[src/rtl/gear_pkg.sv]
// Shared types and geometry helpers for the GeAr error-correction back end.
package gear_pkg;

    typedef enum logic [1:0] {GEAR_IDLE, GEAR_CORRECT, GEAR_DONE} gear_state_t;

    // Sub-adder window length.
    function automatic int unsigned gear_l(input int unsigned r, input int unsigned p);
        return r + p;
    endfunction

    // Number of sub-adders covering a width-bit operand.
    function automatic int unsigned gear_k(input int unsigned width, input int unsigned r,
                                           input int unsigned p);
        return (width - r - p) / r + 1;
    endfunction

endpackage

[src/rtl/gear_subadder.sv]
// L-bit window adder; one instance per GeAr sub-adder.
module gear_subadder #(
    parameter int unsigned L = 8
) (
    input  logic [L-1:0] a,
    input  logic [L-1:0] b,
    input  logic         cin,
    output logic [L-1:0] s
);

    assign s = a + b + {{(L-1){1'b0}}, cin};

endmodule

[src/rtl/gear_err_corrector.sv]
// GeAr approximate adder with sequential error detection and per-sub-adder correction.
// Optional saturating correction counter on err_cnt when GEAR_ECU_STATS_EN is defined.
module gear_err_corrector
    import gear_pkg::*;
#(
    parameter int unsigned R     = 4,
    parameter int unsigned P     = 4,
    parameter int unsigned WIDTH = 16
) (
    input  logic             clk,
    input  logic             rst,
    input  logic             in_valid,
    output logic             in_ready,
    input  logic [WIDTH-1:0] a,
    input  logic [WIDTH-1:0] b,
    input  logic             carry_in,
    output logic             out_valid,
    input  logic             out_ready,
    output logic [WIDTH-1:0] sum,
    output logic             err_detected
`ifdef GEAR_ECU_STATS_EN
    ,
    output logic [15:0]      err_cnt
`endif
);

    localparam int unsigned L = gear_l(R, P);
    localparam int unsigned K = gear_k(WIDTH, R, P);
    localparam logic [WIDTH-1:0] PMask = {{(WIDTH-P){1'b0}}, {P{1'b1}}};

    if (WIDTH < L || ((WIDTH - L) % R) != 0) begin : g_bad_geometry
        $error("gear_err_corrector: WIDTH-R-P must be a non-negative multiple of R");
    end

    // Approximate sum from the K speculative sub-adders.
    logic [WIDTH-1:0] approx;

    for (genvar k = 0; k < K; k++) begin : g_sa
        logic [L-1:0] s;

        gear_subadder #(.L(L)) u_sa (
            .a   (a[R*k +: L]),
            .b   (b[R*k +: L]),
            .cin ((k == 0) ? carry_in : 1'b0),
            .s   (s)
        );

        if (k == 0) begin : g_first
            assign approx[L-1:0] = s;
        end else begin : g_rest
            logic unused_lo;
            assign approx[R*k+P +: R] = s[L-1:P];
            assign unused_lo = ^s[P-1:0];
        end
    end

    // SAk is wrong exactly when its P speculation bits all propagate and the true carry is 1.
    logic [K-1:0]   err_new;
    logic [WIDTH:0] lo_mask;
    logic [WIDTH:0] low_sum;

    always_comb begin
        err_new = '0;
        lo_mask = '0;
        low_sum = '0;
        for (int unsigned k = 1; k < K; k++) begin
            lo_mask = {(WIDTH+1){1'b1}} >> (WIDTH + 1 - R*k);
            low_sum = ({1'b0, a} & lo_mask) + ({1'b0, b} & lo_mask)
                    + {{WIDTH{1'b0}}, carry_in};
            err_new[k] = (&(((a ^ b) >> (R*k)) | ~PMask)) & low_sum[R*k];
        end
    end

    gear_state_t      state_q;
    logic [WIDTH-1:0] sum_q;
    logic [K-1:0]     err_q;
    logic             err_det_q;
    logic             in_ready_q;
    logic             out_valid_q;

    // Repair only the lowest flagged sub-adder this cycle.
    logic [WIDTH-1:0] fix_sum;
    logic [K-1:0]     fix_err;
    logic             fix_found;

    always_comb begin
        fix_sum   = sum_q;
        fix_err   = err_q;
        fix_found = 1'b0;
        for (int unsigned k = 1; k < K; k++) begin
            if (!fix_found && err_q[k]) begin
                fix_found              = 1'b1;
                fix_err[k]             = 1'b0;
                fix_sum[R*k+P +: R]    = sum_q[R*k+P +: R] + R'(1);
            end
        end
    end

    always_ff @(posedge clk or posedge rst) begin
        if (rst) begin
            state_q     <= GEAR_IDLE;
            sum_q       <= '0;
            err_q       <= '0;
            err_det_q   <= 1'b0;
            in_ready_q  <= 1'b1;
            out_valid_q <= 1'b0;
        end else begin
            unique case (state_q)
                GEAR_IDLE: begin
                    if (in_valid) begin
                        sum_q      <= approx;
                        err_q      <= err_new;
                        err_det_q  <= |err_new;
                        in_ready_q <= 1'b0;
                        if (|err_new) begin
                            state_q <= GEAR_CORRECT;
                        end else begin
                            state_q     <= GEAR_DONE;
                            out_valid_q <= 1'b1;
                        end
                    end
                end
                GEAR_CORRECT: begin
                    sum_q <= fix_sum;
                    err_q <= fix_err;
                    if (fix_err == '0) begin
                        state_q     <= GEAR_DONE;
                        out_valid_q <= 1'b1;
                    end
                end
                GEAR_DONE: begin
                    if (out_ready) begin
                        state_q     <= GEAR_IDLE;
                        out_valid_q <= 1'b0;
                        in_ready_q  <= 1'b1;
                    end
                end
                default: begin
                    state_q     <= GEAR_IDLE;
                    in_ready_q  <= 1'b1;
                    out_valid_q <= 1'b0;
                end
            endcase
        end
    end

`ifdef GEAR_ECU_STATS_EN
    logic [15:0] err_cnt_q;

    always_ff @(posedge clk or posedge rst) begin
        if (rst) begin
            err_cnt_q <= '0;
        end else if (state_q == GEAR_CORRECT && err_cnt_q != 16'hFFFF) begin
            err_cnt_q <= err_cnt_q + 16'd1;
        end
    end

    assign err_cnt = err_cnt_q;
`endif

    assign in_ready     = in_ready_q;
    assign out_valid    = out_valid_q;
    assign sum          = sum_q;
    assign err_detected = err_det_q;

endmodule

[config.mk]
export PLATFORM = sky130hd
export DESIGN_NAME = gear_err_corrector
export DESIGN_NICKNAME = d
export VERILOG_FILES = /design/src/rtl/gear_pkg.sv /design/src/rtl/gear_subadder.sv /design/src/rtl/gear_err_corrector.sv
export SDC_FILE = /design/constraint.sdc
export NUM_CORES = 1
export LEC_CHECK = 0
export BUFFER_PORTS_ARGS = -buffer_cell sky130_fd_sc_hd__buf_2
export CORE_ASPECT_RATIO = 1.1
export CORE_MARGIN = 2
export CORE_UTILIZATION = 30
export DETAILED_ROUTE_END_ITERATION = 10
export PLACE_DENSITY = 0.58
export SYNTH_ARGS = -nofsm -noshare
export SYNTH_HDL_FRONTEND = slang
export SYNTH_SLANG_ARGS = --single-unit
[constraint.sdc]
create_clock -name clk -period 3.7 [get_ports clk]
set_input_delay 0.74 -clock clk [delete_from_list [all_inputs] [get_ports clk]]
set_output_delay 0.74 -clock clk [all_outputs]
set_load 0.02 [all_outputs]
==> summary.md <==
| Metric | Value |
|---|---|
| Status | finished, final reports clean |
| Dominant cell type by count on the critical path | sky130_fd_sc_hd__fa_1 |
| Post-CTS sizing | 0 |
| Tot GR Track Use | 13.3% |
| Required arrival time at the worst endpoint | 3.85 ns |
| Worst EP arrival | 2.44 ns |
| # rows | 29 |
| Critical register-to-register path endpoint | sum[10] |
| CP Launch Point | a[0] |
| Largest fanout on the critical path | 4 |
| Hold-fix buffers at CTS | 0 |
| Insertion delay of the later-clocked pin in the worst-skew pair | 0.27 ns |
| Global Route met3 Usage | 1.83% |
| Grt total ovfl | 0 |
| Reg-to-reg startpoint | state_q[0] |
| Share of the yosys chip area belonging to registers | 32.8% |
| Fraction of synthesized area in multiplexers | 0.640% |
| Number of antenna violations at the first check in global routing | 0 |
| Pwr per Cell Area | 608 nW/µm² |
| DR pass1 iterations | 4 |
| Synth Area in Adders | 13.6% |
| Synthesized-area fraction occupied by ao, oa, aoi and oai cells | 27.2% |
| R2R setup slack | 1.55 ns |
| Post-DP HPWL | 3.22 mm |
| Fin nets | 309 |
| CP Launch Type | primary input |
| Mean routed wirelength per cell | 12.4 µm |
| Library cell used as clock root buffer | sky130_fd_sc_hd__clkbuf_8 |
| Die outline width | 77.0 µm |
| Area of the die | 6500 µm² |
| YS warnings | 0 |
| Cell class contributing the biggest share of worst-path delay | compound AO/OA/AOI/OAI gates |
| Met2 usage | 22.2% |
| Fillers | 633 |
| Slew of the pin with the lowest slew margin | 0.897 ns |
| Fraction of synthesized cell area taken by the top area cell type | 31.3% |
| Placer's final routability congestion estimate | 0.752 |
| RSZ-0062 raised after global routing | false |
| Initial Util | 30.7% |
| Number of distinct library cells after synthesis | 49 |
| Clock tree from TritonCTS | built |
| Clock sinks | 23 |
| Setup Crit Path Kind | in -> reg |
| Post-Route Skew | 0.00419 ns |
| Number of buffers added on ports | 55 |
| Synth Net Count | 255 |
| Largest net degree at the start of global routing | 24 |
| Post-Synth Simple-Gate Area | 17.6% |
| Synth Cell Area | 1760 µm² |
| Antenna-violating nets left | 0 |
| Total via count after detailed routing | 1,623 |
| Ratio of final minimum period to clock period | 61.9% |
| CTS buffer count | 3 |
| Flip-flop and latch count after synthesis | 23 |
| Leading post-synthesis cells by cell area | sky130_fd_sc_hd__dfrtp_1 31%, sky130_fd_sc_hd__ha_1 11%, sky130_fd_sc_hd__nand2_1 4.5%, sky130_fd_sc_hd__o21ai_0 4.0%, sky130_fd_sc_hd__a21oi_1 3.7% |
| Overall power | 1.31 mW |
| Max Root-Sink Buffers | 2 |
| Via count of the first global-routing pass | 1,614 |
| Min-delay src | in_ready |
| WP depth | 9 |
| Dominant register cell in the synthesized netlist | sky130_fd_sc_hd__dfrtp_1 |
| Largest family of logic cells by synthesized area | compound AO/OA/AOI/OAI gates |
| Worst setup path end | state_q[0] |
| Top-level port count | 56 |
| Area growth, synth to finish | 22.2% |
| Area share of xor/xnor cells in the synthesized design | 4.48% |
| First-pass GRT wire length | 7.18 mm |
| Worst-path clk slew | 0.08 ns |
| Synth top cells by count | 22 x sky130_fd_sc_hd__dfrtp_1, 21 x sky130_fd_sc_hd__nand2_1, 16 x sky130_fd_sc_hd__ha_1 |
| Met1 capacity usage during global routing | 17.5% |
| Routed vias/inst | 4.92 |
| Slowest Stage Delay on Critical Path | 0.45 ns |
| Critical path endpoint category | flip-flop |
| Remaining max-slew budget at the tightest pin | 40.1% |
| Placeable core region | 5730 µm² |
| Peak ir drop on the vdd network | 0.154 mV |
| Detailed router's first-iteration violation count | 74 |
| Max-slew violation count | 0 |
| Depth of the most critical reg-to-reg path | 5 |
| Post-route setup TNS | 0 ns |
| Most area-hungry cell type in the Yosys netlist | sky130_fd_sc_hd__dfrtp_1 |
| Cell-by-cell listing of the critical path | buf_2 > fa_1 > inv_1 > fa_1 > nor2b_1 > o211ai_1 > o221ai_1 > a21oi_1 > nor2_1 |
| Count of final setup violators | 0 |
| Most repeated cell in the gate-level netlist after synthesis | sky130_fd_sc_hd__dfrtp_1 |
| Number of antenna diodes | 0 |
| Combined flip-flop and latch cell area | 577 µm² |
| Post-CTS setup-driven buffer insertion count | 0 |
| Footprint of the multi-input gates | 1120 µm² |
| CTS HTree Levels | 1 |
| Buf+Inv Stages, Crit Path | 2 |
| Detailed Route WL | 4.08 mm |
| Synth Instances | 200 |
| Busiest grt layer | met2 |
| Final hold vios | 0 |
| Maximum clock frequency | 437 MHz |
| Post-synth EDFFs | 0 |
| Static Leakage | 1.03 nW |
| Avg Cell Area, Syn | 8.80 µm² |
| Count of unresolved DRC violations after routing | 0 |
| Min Clock Period, post-route | 2.29 ns |
| Async SR Flop Fraction | 100% |
| Master of the slowest instance on the critical path | sky130_fd_sc_hd__fa_1 |
| Max Cap Viol | 0 |
| Hold Crit Class | reg -> reg |
| Proportion of layout cells with a drive suffix above 1 | 26.9% |
| Vertical die dimension | 84.3 µm |
==> power breakdown <==
part	internal [mW]	total [mW]	switching, mW
Combinational	0.265	0.662	0.397
Sequential	0.373	0.485	0.112
Clock	0.0753	0.162	0.0864
Total	0.713	1.31	0.595
==> layout by cell type, fill, tap and decap left out, types with 6 or more instances in the layout <==
cell type | netlist | final
sky130_fd_sc_hd__a21o_1 | 6 | 6
sky130_fd_sc_hd__a21oi_1 | 13 | 13
sky130_fd_sc_hd__buf_2 | 3 | 55
sky130_fd_sc_hd__dfrtp_1 | 22 | 22
sky130_fd_sc_hd__ha_1 | 16 | 16
sky130_fd_sc_hd__inv_1 | 10 | 10
sky130_fd_sc_hd__nand2_1 | 21 | 21
sky130_fd_sc_hd__nand3_1 | 6 | 6
sky130_fd_sc_hd__nor2_1 | 10 | 10
sky130_fd_sc_hd__o21ai_0 | 14 | 14
==> how the worst min path moves through the flow <==
stage | endpoint | slack (ns) | cells after the start
floorplan | in_ready | 0.49 | 2
global placement | in_ready | 0.45 | 2
CTS | in_ready | 0.47 | 2
detailed placement | in_ready | 0.45 | 2
global route | in_ready | 0.50 | 2
finish | in_ready | 0.46 | 2
==> tightest hold or removal path, stage by stage, from the launching register on <==
cell                      delay, ns
sky130_fd_sc_hd__dfstp_2       0.37
sky130_fd_sc_hd__inv_1         0.04
sky130_fd_sc_hd__a21oi_1       0.05
==> state kept, by name, indices dropped and copies added (netlist names) <==
register and flops:
sum 16, out_valid 1, state_q 2, err_detected 1
in_ready 1, err_q 2
==> routing by layer <==
layer	routed length, µm	vias to the layer above
li1	-	842
met1	1950	740
met2	1910	36
met3	145	5
met4	64	0
met5	0	-
==> metrics by stage <==
step / hold WS, ns / instance area (µm²) / worst slack, ns / std cells / util (%)
global placement: 0.452 / 2110 / 1.18 / 326 / 36.7
global route: 0.495 / 2150 / 1.30 / 330 / 37.5
finish: 0.464 / 2150 / 1.41 / 330 / 37.5
detailed placement: 0.453 / 2110 / 1.13 / 326 / 36.7
CTS: 0.467 / 2150 / 1.41 / 330 / 37.5
floorplan: 0.494 / 1760 / 1.39 / 200 / -
==> cells by family after synthesis <==
family | count (synthesis)
AO/OA/AOI/OAI | 70
AND/OR/NAND/NOR | 63
flip-flops | 23
adder cells (fa/ha/maj) | 18
buffers and inverters | 16
XOR/XNOR | 9
multiplexers | 1
==> final cells by class <==
cell class,count,area share (%)
clock buffers,3,1.92
well taps,77,4.48
clock inverters,1,0.233
flip-flops and latches,23,26.8
multi-input cells,161,52.0
inverters,10,1.74
repair buffers,55,12.8
(Power assumes the default switching activity.)
